$ cat src/rtl/cdc_handshake_rx_pkg.sv
// Shared definitions for the destination side of the 4-phase req/ack bus CDC.
// The FSM encoding and the default word width are kept here so that the
// integration wrapper (which also instantiates the 1-bit req synchroniser)
// sees the same values.
package cdc_handshake_rx_pkg;

  localparam int DEFAULT_DATA_WIDTH = 32;
  localparam int DEFAULT_CNT_WIDTH  = 16;

  // IDLE : waiting for a synchronised request
  // HOLD : word captured, offered to the consumer
  // ACK  : word delivered, ack raised until req drops
  typedef enum logic [1:0] {
    ST_IDLE = 2'd0,
    ST_HOLD = 2'd1,
    ST_ACK  = 2'd2
  } state_e;

  // Even parity check: 1 when data plus its parity bit has odd weight.
  function automatic logic parity_mismatch(input logic par_bit, input logic odd_weight);
    return odd_weight ^ par_bit;
  endfunction

endpackage

$ cat src/rtl/cdc_handshake_rx.sv
// Destination endpoint of a 4-phase req/ack bus-transfer CDC.
// Captures the source's held-stable bus once per request, offers it on a
// valid/ready interface, then raises ack until the synchronised req drops.
// ack_o comes straight from a flop so the source side can synchronise it.
// Optional feature: define CDC_HANDSHAKE_RX_PARITY_EN to add parity_i and
// parity_err_o (even parity over data_i, checked at capture).
import cdc_handshake_rx_pkg::*;

module cdc_handshake_rx #(
  parameter int DATA_WIDTH = DEFAULT_DATA_WIDTH,
  parameter int CNT_WIDTH  = DEFAULT_CNT_WIDTH
) (
  input  logic                  clk_i,
  input  logic                  rst_i,
`ifdef CDC_HANDSHAKE_RX_PARITY_EN
  input  logic                  parity_i,
  output logic                  parity_err_o,
`endif
  input  logic                  req_sync_i,
  input  logic [DATA_WIDTH-1:0] data_i,
  output logic [DATA_WIDTH-1:0] data_o,
  output logic                  valid_o,
  input  logic                  ready_i,
  output logic                  ack_o,
  output logic [CNT_WIDTH-1:0]  xfer_cnt_o,
  output logic                  busy_o
);

  state_e                state_q, state_d;
  logic [DATA_WIDTH-1:0] data_q;
  logic                  valid_q;
  logic                  ack_q;
  logic [CNT_WIDTH-1:0]  cnt_q;

  // Capture only happens from IDLE; acceptance only once the word is visible.
  logic capture, accept;
  assign capture = (state_q == ST_IDLE) && req_sync_i;
  assign accept  = (state_q == ST_HOLD) && valid_q && ready_i;

  // State register; reset wins over everything.
  always_ff @(posedge clk_i) begin
    if (rst_i) state_q <= ST_IDLE;
    else       state_q <= state_d;
  end

  // Next-state decode. A req that drops during HOLD is a source violation;
  // delivery still completes and ACK then exits on the following cycle.
  always_comb begin
    state_d = state_q;
    unique case (state_q)
      ST_IDLE: if (req_sync_i) state_d = ST_HOLD;
      ST_HOLD: if (accept)     state_d = ST_ACK;
      ST_ACK:  if (!req_sync_i) state_d = ST_IDLE;
      default: state_d = ST_IDLE;
    endcase
  end

  // Registered datapath: word/valid on capture, ack and count on acceptance,
  // ack release once the source has withdrawn its request.
  always_ff @(posedge clk_i) begin
    if (rst_i) begin
      data_q  <= '0;
      valid_q <= 1'b0;
      ack_q   <= 1'b0;
      cnt_q   <= '0;
    end else begin
      if (capture) begin
        data_q  <= data_i;
        valid_q <= 1'b1;
      end
      if (accept) begin
        valid_q <= 1'b0;
        ack_q   <= 1'b1;
        cnt_q   <= cnt_q + CNT_WIDTH'(1);
      end
      if ((state_q == ST_ACK) && !req_sync_i) ack_q <= 1'b0;
    end
  end

`ifdef CDC_HANDSHAKE_RX_PARITY_EN
  logic perr_q;

  // Parity flag travels with the captured word and clears when it is taken.
  always_ff @(posedge clk_i) begin
    if (rst_i)        perr_q <= 1'b0;
    else if (capture) perr_q <= parity_mismatch(parity_i, ^data_i);
    else if (accept)  perr_q <= 1'b0;
  end

  assign parity_err_o = perr_q;
`endif

  assign data_o     = data_q;
  assign valid_o    = valid_q;
  assign ack_o      = ack_q;
  assign xfer_cnt_o = cnt_q;
  assign busy_o     = (state_q != ST_IDLE);

endmodule

$ cat config.mk
export PLATFORM = sky130hd
export DESIGN_NAME = cdc_handshake_rx
export DESIGN_NICKNAME = d
export VERILOG_FILES = /design/src/rtl/cdc_handshake_rx_pkg.sv /design/src/rtl/cdc_handshake_rx.sv
export SDC_FILE = /design/constraint.sdc
export NUM_CORES = 1
export LEC_CHECK = 0
export CORE_MARGIN = 1
export CORE_UTILIZATION = 45
export DETAILED_ROUTE_END_ITERATION = 7
export PLACE_DENSITY = 0.88
export SETUP_SLACK_MARGIN = 0.5
export SLEW_MARGIN = 20
export SYNTH_ARGS = -nofsm -noshare
export SYNTH_HDL_FRONTEND = slang
export SYNTH_SLANG_ARGS = --single-unit
$ cat constraint.sdc
create_clock -name clk_i -period 2.6 [get_ports clk_i]
set_input_delay 0.26 -clock clk_i [delete_from_list [all_inputs] [get_ports clk_i]]
set_output_delay 0.26 -clock clk_i [all_outputs]
set_load 0.1 [all_outputs]
==> results.sh <==
export IMPL_holdBufCountCts=0
export IMPL_clock_latency_ps=290
export IMPL_die_area_um2=4785
export IMPL_grt_max_degree=35
export IMPL_p_leak_nw=1.185
export IMPL_finalWirelength_um=4829
export IMPL_ys_seq_elements=52
export IMPL_clock_root_buffer="clkbuf_8"
export IMPL_core_area_um2=4354
export IMPL_peakVddDrop_mv=0.4343
export IMPL_cts_tree="yes"
export IMPL_final_max_slew_viol_count=0
export IMPL_drcViolationCount=0
export IMPL_fillers=365
export IMPL_p_per_area_nw_per_um2=609.5
export IMPL_yosys_area_top_type="dfxtp_1"
export IMPL_netlist_area_um2=2031
export IMPL_r2r_end="xfer_cnt_o[11]"
export IMPL_synth_flop_cell="dfxtp_1"
export IMPL_cp_end_kind="flop"
export IMPL_critPathLaunchType="input pin"
export IMPL_fp_row_count=24
export IMPL_grt_pass1_wl_um=7797
export IMPL_die_h_um=69.18
export IMPL_wire_per_inst_um=12.74
export IMPL_drt_pre_antenna_iters=4
export IMPL_synthesis_nets=281
export IMPL_die_w_um=69.18
export IMPL_area_growth_pct=42.51
export IMPL_fin_skew_ps=4.248
export IMPL_rsz0062_at_grt="false"
export IMPL_crit_path_start="ready_i"
export IMPL_dp_cells=371
export IMPL_initial_core_util_pct=46.64
export IMPL_clk_pin_slew_ps=90
export IMPL_finalCriticalPeriod_ps=1763
export IMPL_reg2regPathDepth=4
export IMPL_timing_rr_start="state_q[0]"
export IMPL_worstPathMaxFanout=10
export IMPL_min_delay_path_class="flop to flop"
export IMPL_synthTopCellsByCount="71 x nand2_1, 52 x dfxtp_1, 38 x a21oi_1"
export IMPL_post_cts_setup_buffer_count=0
export IMPL_drtIter0Drc=116
export IMPL_ys_types=32
export IMPL_status="finished clean"
export IMPL_synth_most_common_cell="nand2_1"
export IMPL_drt_vias_per_instance=5.071
export IMPL_avgSynthCellArea_um2=8.323
export IMPL_cp_required_ps=2790
export IMPL_fin_cells=379
export IMPL_seqCellArea_um2=1059
export IMPL_fin_crit_sh_pct=67.82
export IMPL_maxSlewHeadroom_pct=58.23
export IMPL_ys_seq_area_share_pct=51.26
export IMPL_hold_viol_final=0
export IMPL_async_reset_ff_share_pct=0
export IMPL_setup_violations=0
export IMPL_dp_slack_ps=539.2
export IMPL_setup_ws_ps=836.7
export IMPL_ctsResizeCount=0
export IMPL_drtAntennaViolNets=0
export IMPL_hold_slack_ps=455.9
export IMPL_fmax_ghz=0.5671
export IMPL_overflow=0
export IMPL_synthCells=244
export IMPL_fin_nets=363
export IMPL_synth_edf_count=0
export IMPL_numCtsBuffers=5
export IMPL_vias=1922
export IMPL_tightest_slew_ps=626.6
export IMPL_drive_above_1_share_pct=24.77
export IMPL_num_io_pins=87
export IMPL_ys_top_cells_by_area="dfxtp_1 51%, nand2_1 13%, a21oi_1 9.4%"
export IMPL_worstPathArrival_ps=1950
export IMPL_setup_tns_ps=0
export IMPL_clockBufferDepth=2
export IMPL_crit_type="input pin to flop"
export IMPL_crit_path_end="xfer_cnt_o[11]"
export IMPL_rrSetupSlack_ps=840
export IMPL_num_antenna_cells=0
export IMPL_globalplace_congestion=0.7610
export IMPL_io_buffers=86
export IMPL_grt_pass1_vias=1756
export IMPL_antenna_found_initial=0
export IMPL_grtUsageTotal_pct=20.04
export IMPL_synth_top_cell_area_share_pct=51.26
export IMPL_multiInputGateArea_um2=910.9
export IMPL_yosysWarningCount=0
export IMPL_clock_sinks=52
export IMPL_dpl_hpwl_um=3472
export IMPL_htreeDepth=2
export IMPL_maxCapViolCount=0
[critical path, cell delays in order]
cell and delay [ps]:
clkdlybuf4s50_1 520, nand4b_2 300, nor4_4 420, nand3_1 140
mux2_4 310
[final cells by class]
class	instances	area share, %
Clock buffer	8	3.113
Tap cell	52	2.248
Inverter	5	0.6485
Multi-Input combinational cell	173	31.47
Timing Repair Buffer	89	25.94
Sequential cell	52	36.58
[metrics by stage]
step / instance area (um2) / utilization [%] / power (mW)
2_1_floorplan: 2048 / - / 1.192
3_3_place_gp: 2804 / 64.40 / 1.314
3_5_place_dp: 2804 / 64.40 / 1.320
4_1_cts: 2894 / 66.47 / 1.781
5_1_grt: 2894 / 66.47 / 1.834
6_report: 2894 / 66.47 / 1.764
[cell usage in the layout, fill, tap and decap left out, drive strengths merged, types with 3 or more instances in the layout]
| master | count |
|---|---|
| buf | 55 |
| nand3 | 8 |
| dfxtp | 52 |
| clkdlybuf4s50 | 34 |
| nor4 | 3 |
| nand4 | 3 |
| nor3 | 6 |
| inv | 5 |
| a21oi | 38 |
| clkbuf | 8 |
| nor2 | 16 |
| nand2 | 71 |
| xnor2 | 7 |
[per-layer routing]
layer	part of all wire, %	track usage, %	vias up	wire length (um)
met1	43	23.40	878	2090
li1	-	-	972	-
met5	0	0	-	0
met2	49	34.74	65	2383
met3	6.2	5.959	7	300
met4	1.1	7.029	0	55
[logic make-up after synthesis]
group                      after synthesis  share of synthesized area (%)
muxes                                    2                          1.294
AOI/OAI and AO/OA                       43                          11.15
xor gates and xnor gates                 9                          3.882
DFF                                     52                          51.26
buffers and inverters                   19                          3.882
adders and majority gates                1                         0.6160
and+or+nand+nor                        118                          27.91
[state kept, by name, indices dropped and copies added, names as in the netlist]
signal / count
ack_o: 1
state_q: 2
data_o: 32
xfer_cnt_o: 16
valid_o: 1
[worst min path at each step]
stage,from,end,slack [ps],depth (start not counted)
detailed placement,data_o[24],data_o[24],450,2
finish,data_o[17],data_o[17],460,2
global placement,data_o[22],data_o[22],440,2
CTS,rst_i,xfer_cnt_o[8],450,2
floorplan,data_i[10],data_o[10],400,2
global route,data_o[8],data_o[8],480,2
[power by group]
part | internal (mW) | switching, mW
sequential | 0.831 | 0.0216
clock | 0.218 | 0.245
combinational | 0.115 | 0.333
Note: power is estimated with default switching activity, not from simulation.
